## config.mk

```make
export PLATFORM = sky130hd
export DESIGN_NAME = alu_issue_ctrl
export DESIGN_NICKNAME = d
export VERILOG_FILES = /design/src/rtl/alu_issue_ctrl.sv
export SDC_FILE = /design/constraint.sdc
export NUM_CORES = 1
export LEC_CHECK = 0
export BUFFER_PORTS_ARGS = -buffer_cell sky130_fd_sc_hd__buf_2
export CORE_UTILIZATION = 35
export DETAILED_ROUTE_END_ITERATION = 7
export PLACE_DENSITY = 0.71
export SLEW_MARGIN = 20
export SYNTH_ARGS = -nofsm -noshare
export SYNTH_HDL_FRONTEND = slang
export SYNTH_SLANG_ARGS = --single-unit
```

## constraint.sdc

```tcl
create_clock -name clk -period 2.2 [get_ports clk]
set_input_delay 0.11 -clock clk [delete_from_list [all_inputs] [get_ports clk]]
set_output_delay 0.11 -clock clk [all_outputs]
set_load 0.01 [all_outputs]
```

## src/rtl/alu_issue_ctrl.sv

```systemverilog
// Issue controller that decodes one instruction, drives a registered external ALU,
// and returns the captured result through a ready/valid response port.
module alu_issue_ctrl (
  input  logic        clk,
  input  logic        rst_n,
  input  logic        instr_valid,
  output logic        instr_ready,
  input  logic [31:0] instr,
  input  logic [31:0] opa,
  input  logic [31:0] opb,
  output logic [31:0] alu_srca,
  output logic [31:0] alu_srcb,
  output logic [3:0]  alu_af,
  output logic        alu_i,
  input  logic [31:0] alu_res,
  input  logic        alu_zero,
  input  logic        alu_neg,
  input  logic        alu_ovf,
  output logic        res_valid,
  input  logic        res_ready,
  output logic [31:0] res_data,
  output logic [2:0]  res_flags,
  output logic [4:0]  res_rd,
  output logic        res_illegal,
  output logic [15:0] retired_cnt
);

  typedef enum logic [1:0] {IDLE, EXEC, RESP} state_t;

  state_t      state_q;
  logic        ready_q;
  logic        valid_q;
  logic [31:0] srca_q;
  logic [31:0] srcb_q;
  logic [3:0]  af_q;
  logic        i_q;
  logic [31:0] data_q;
  logic [2:0]  flags_q;
  logic [4:0]  rd_q;
  logic        illegal_q;
  logic [15:0] cnt_q;

  logic        itype;
  logic [3:0]  op;
  logic        legal_d;
  logic [3:0]  af_d;
  logic        i_d;
  logic [31:0] srcb_d;
  logic        unused_bits;

  assign itype       = instr[31];
  assign op          = instr[30:27];
  assign unused_bits = ^instr[21:16];

  // R-type ops 0..6 use the upper half of the function space; I-type ops 0..7 the lower.
  always_comb begin
    legal_d = 1'b0;
    af_d    = 4'b0000;
    i_d     = 1'b0;
    srcb_d  = opb;
    if (itype) begin
      legal_d = ~op[3];
      af_d    = {1'b0, op[2:0]};
      i_d     = 1'b1;
      srcb_d  = {{16{instr[15]}}, instr[15:0]};
    end else begin
      legal_d = ~op[3] & (op[2:0] != 3'b111);
      af_d    = {1'b1, op[2:0]};
      i_d     = 1'b0;
      srcb_d  = opb;
    end
  end

  always_ff @(posedge clk or negedge rst_n) begin
    if (!rst_n) begin
      state_q   <= IDLE;
      ready_q   <= 1'b1;
      valid_q   <= 1'b0;
      srca_q    <= '0;
      srcb_q    <= '0;
      af_q      <= '0;
      i_q       <= 1'b0;
      data_q    <= '0;
      flags_q   <= '0;
      rd_q      <= '0;
      illegal_q <= 1'b0;
      cnt_q     <= '0;
    end else begin
      case (state_q)
        IDLE: begin
          if (instr_valid) begin
            rd_q    <= instr[26:22];
            ready_q <= 1'b0;
            if (legal_d) begin
              srca_q  <= opa;
              srcb_q  <= srcb_d;
              af_q    <= af_d;
              i_q     <= i_d;
              state_q <= EXEC;
            end else begin
              // Illegal instructions skip the ALU and leave its operands untouched.
              illegal_q <= 1'b1;
              data_q    <= '0;
              flags_q   <= '0;
              valid_q   <= 1'b1;
              state_q   <= RESP;
            end
          end
        end
        EXEC: begin
          data_q    <= alu_res;
          flags_q   <= {alu_ovf, alu_neg, alu_zero};
          illegal_q <= 1'b0;
          valid_q   <= 1'b1;
          state_q   <= RESP;
        end
        RESP: begin
          if (res_ready) begin
            valid_q <= 1'b0;
            ready_q <= 1'b1;
            state_q <= IDLE;
            if (!illegal_q && (cnt_q != 16'hFFFF)) begin
              cnt_q <= cnt_q + 16'd1;
            end
          end
        end
        default: begin
          valid_q <= 1'b0;
          ready_q <= 1'b1;
          state_q <= IDLE;
        end
      endcase
    end
  end

  assign instr_ready = ready_q;
  assign res_valid   = valid_q;
  assign alu_srca    = srca_q;
  assign alu_srcb    = srcb_q;
  assign alu_af      = af_q;
  assign alu_i       = i_q;
  assign res_data    = data_q;
  assign res_flags   = flags_q;
  assign res_rd      = rd_q;
  assign res_illegal = illegal_q;
  assign retired_cnt = cnt_q;

endmodule

```

==> impl_metrics.py <==
metrics = {
    "cts": {
        "htree_levels": 4,
        "cts_inserted_buffers": 17,
        "cts_tree": "done",
        "clockRootBuffer": "clkbuf_16",
        "cts_num_sinks": 130,
        "post_cts_resize_count": 0,
        "cts_hold_buf": 116,
        "clk_pin_slew_ns": 0.06,
        "cts_buffer_depth": 2,
        "postCtsSetupRepairBufs": 0,
        "clock_latency_ns": 0.42,
    },
    "global_route": {
        "grt_pass1_wl_um": 25030,
        "grt_overflow": 0,
        "grtUsageTotal_pct": 20.41,
        "antenna_found_initial": 2,
        "grt_pass1_vias": 5151,
        "grt_max_degree": 72,
    },
    "worst_hold_path": {
        "min_path_type": "primary input to flop",
        "hold-path-cell-count": 3,
    },
    "yosys": {
        "ys_seq_elements": 130,
        "synth_area_leader_cell": "dfrtp_1",
        "yosysTopAreaCellShare_pct": 60.31,
        "synth_edf_count": 0,
        "yosysMostFrequentCell": "dfrtp_1",
        "synth_area_um2": 5353,
        "synth_fp_nets": 540,
        "synth_top_flop_cell": "dfrtp_1",
        "async_flop_share_pct": 100.0,
        "avgSynthCellArea_um2": 13.25,
        "synth_cell_type_count": 47,
        "ys_seq_area_share_pct": 60.80,
        "synth.area.top_cells": "dfrtp_1 (60%), mux2_2 (6.7%), a22o_1 (5.7%)",
        "synth_warnings": 0,
        "yosys-top-cells-count": "dfrtp_1 (129), nor2_1 (36), a22o_1 (35)",
        "syn_inst": 404,
    },
    "critical_path": {
        "cp_slowest_stage_delay_ns": 0.49,
        "cp_common_cell": "buf_4",
        "cp.arrival_ns": 2.17,
        "cp-end-kind": "flop",
        "cp_max_fo": 25,
        "crit_path_top_delay_cell": "dfrtp_1",
        "crit_chain": "nor3b_4, and3_4, buf_4, buf_4, nor2_1, a31oi_1",
        "critical_path.startpoint_type": "flop",
        "r2r_cells": 6,
        "setup.worst_path.class": "flop to flop",
        "required_ns": 2.52,
        "regToRegSetupSlack_ns": 0.35,
    },
    "die": {
        "row_count": 44,
        "num_io_pins": 263,
        "die_h_um": 125.7,
        "coreArea_um2": 14750,
        "start_util_pct": 36.28,
        "die_area_um2": 15790,
        "die_w_um": 125.7,
    },
    "layout": {
        "area_growth_pct": 60.07,
        "fin_nets": 917,
        "layout-drive-gt1-share_pct": 42.88,
        "postLayoutCoreUtil_pct": 58.07,
        "fillers": 1183,
        "final_area_um2": 8568,
        "fin_cells": 979,
    },
    "timing": {
        "timing.fmax_ghz": 0.5393,
        "slew_violations": 0,
        "timing.setup.tns_ns": 0,
        "slew_headroom_pct": 54.74,
        "fin_crit_ns": 1.854,
        "final_hold_viol_count": 0,
        "worst_slew_pin_slew_ns": 0.6789,
        "setup_viol": 0,
        "fin_skew_ns": 0.009944,
        "period_share_pct": 84.28,
        "rsz0062_at_grt": "no",
    },
    "pwr": {
        "vdd_drop_max_v": 0.0006091,
        "power_mw": 10.48,
        "power_density_nw_per_um2": 1223,
        "leakagePower_nw": 4.276,
    },
    "routing": {
        "routed_wl_um": 15510,
        "drt.antenna.violating_nets": 0,
        "via_count": 4774,
        "drt-initial-drc-count": 246,
        "wl_per_cell_um": 15.85,
        "viasPerCell": 4.876,
        "drtPass1Iterations": 6,
        "drc": 13,
    },
    "flow_run": {
        "maxCapViolCount": 0,
    },
    "placement": {
        "place_congestion": 0.7576,
        "placed_cell_area_um2": 6797,
        "hpwlAfterDp_um": 9523,
        "placed_cells": 830,
        "port_buffers": 256,
    },
    "run_status": {
        "failed_checks": "design-rule violations",
        "status": "complete, but fails checks",
    },
}
path summary, 6_finish.rpt:
path,from,endpoint
worst max-delay path,state_q[1],alu_srcb[17]
worst min-delay path,instr[13],alu_srcb[13]
worst max register to register,state_q[1],alu_srcb[17]
worst min register to register,alu_af[1],alu_af[1]
max in group asynchronous,rst_n,alu_srca[8]
min in group asynchronous,rst_n,retired_cnt[9]
layer usage:
layer	track usage (%)	wire length, um	up-vias
li1	-	-	2221
met1	23.24	6177	2294
met2	34.84	7735	210
met3	5.225	1019	49
met4	11.84	580	0
met5	0	0	-
sequential cells by signal (all words and copies together), names as in the netlist:
signal	count
alu_srca	32
res_rd	5
alu_srcb	32
res_data	32
state_q	2
res_valid	1
retired_cnt	16
res_illegal	1
instr_ready	1
res_flags	3
alu_i	1
alu_af	4
worst max-delay path: cells and delay by family, from the launching register on:
family / cells / cell delay, ns
flops: 1 / 0.49
simple gates: 3 / 0.58
compound gates: 1 / 0.18
buf+inv: 2 / 0.50
placed cells by master, fill, tap and decap left out, types with 3 or more instances in the layout:
cell,instances
a21oi_1,19
a22o_1,35
a31oi_1,18
buf_2,255
buf_4,8
bufinv_16,3
clkbuf_16,17
clkinv_4,3
dfrtp_1,129
dlygate4sd3_1,116
inv_1,5
inv_6,3
mux2_1,11
mux2_2,32
mux2i_1,16
nand2_1,7
nand2b_1,17
nand3_1,6
nand4_1,3
nor2_1,36
nor4_1,3
xnor2_1,4
xor2_1,6
kinds of logic (layout without fill, tap and decap cells):
kind of cell	count (synthesis)	count (layout)	synth area share [%]
other cells	0	2	0
simple gates	93	93	10.59
flops	130	130	60.80
mux	59	59	12.04
fa+ha+maj	1	1	0.2337
xor+xnor	10	10	1.636
compound gates	82	82	11.10
buf+inv	29	418	3.600
layout make-up:
type | instances | area [um2] | share of cell area, %
repair buffers | 382 | 2549 | 29.75
diodes | 2 | 5.005 | 0.05841
inverters | 5 | 18.77 | 0.2190
multi-input cells | 245 | 1907 | 22.25
flip-flops and latches | 130 | 3254 | 37.98
clock buffers | 17 | 425.4 | 4.965
well taps | 184 | 230.2 | 2.687
clock inverters | 14 | 178.9 | 2.088
metrics by stage:
stage / hold WS, ns / setup slack, ns
4_1_cts: 0.005513 / 0.2806
5_1_grt: 0.04474 / 0.2519
2_1_floorplan: -0.1856 / 0.4710
3_3_place_gp: 0.1659 / 0.4016
6_report: 0.03530 / 0.3459
3_5_place_dp: 0.1713 / 0.2950
power breakdown:
part           internal, mW  total, mW  switching, mW
Sequential             3.45       4.10          0.650
Combinational          1.75       3.50           1.75
Clock                  1.79       2.88           1.09
No activity file was read; power rests on OpenSTA's default activity.
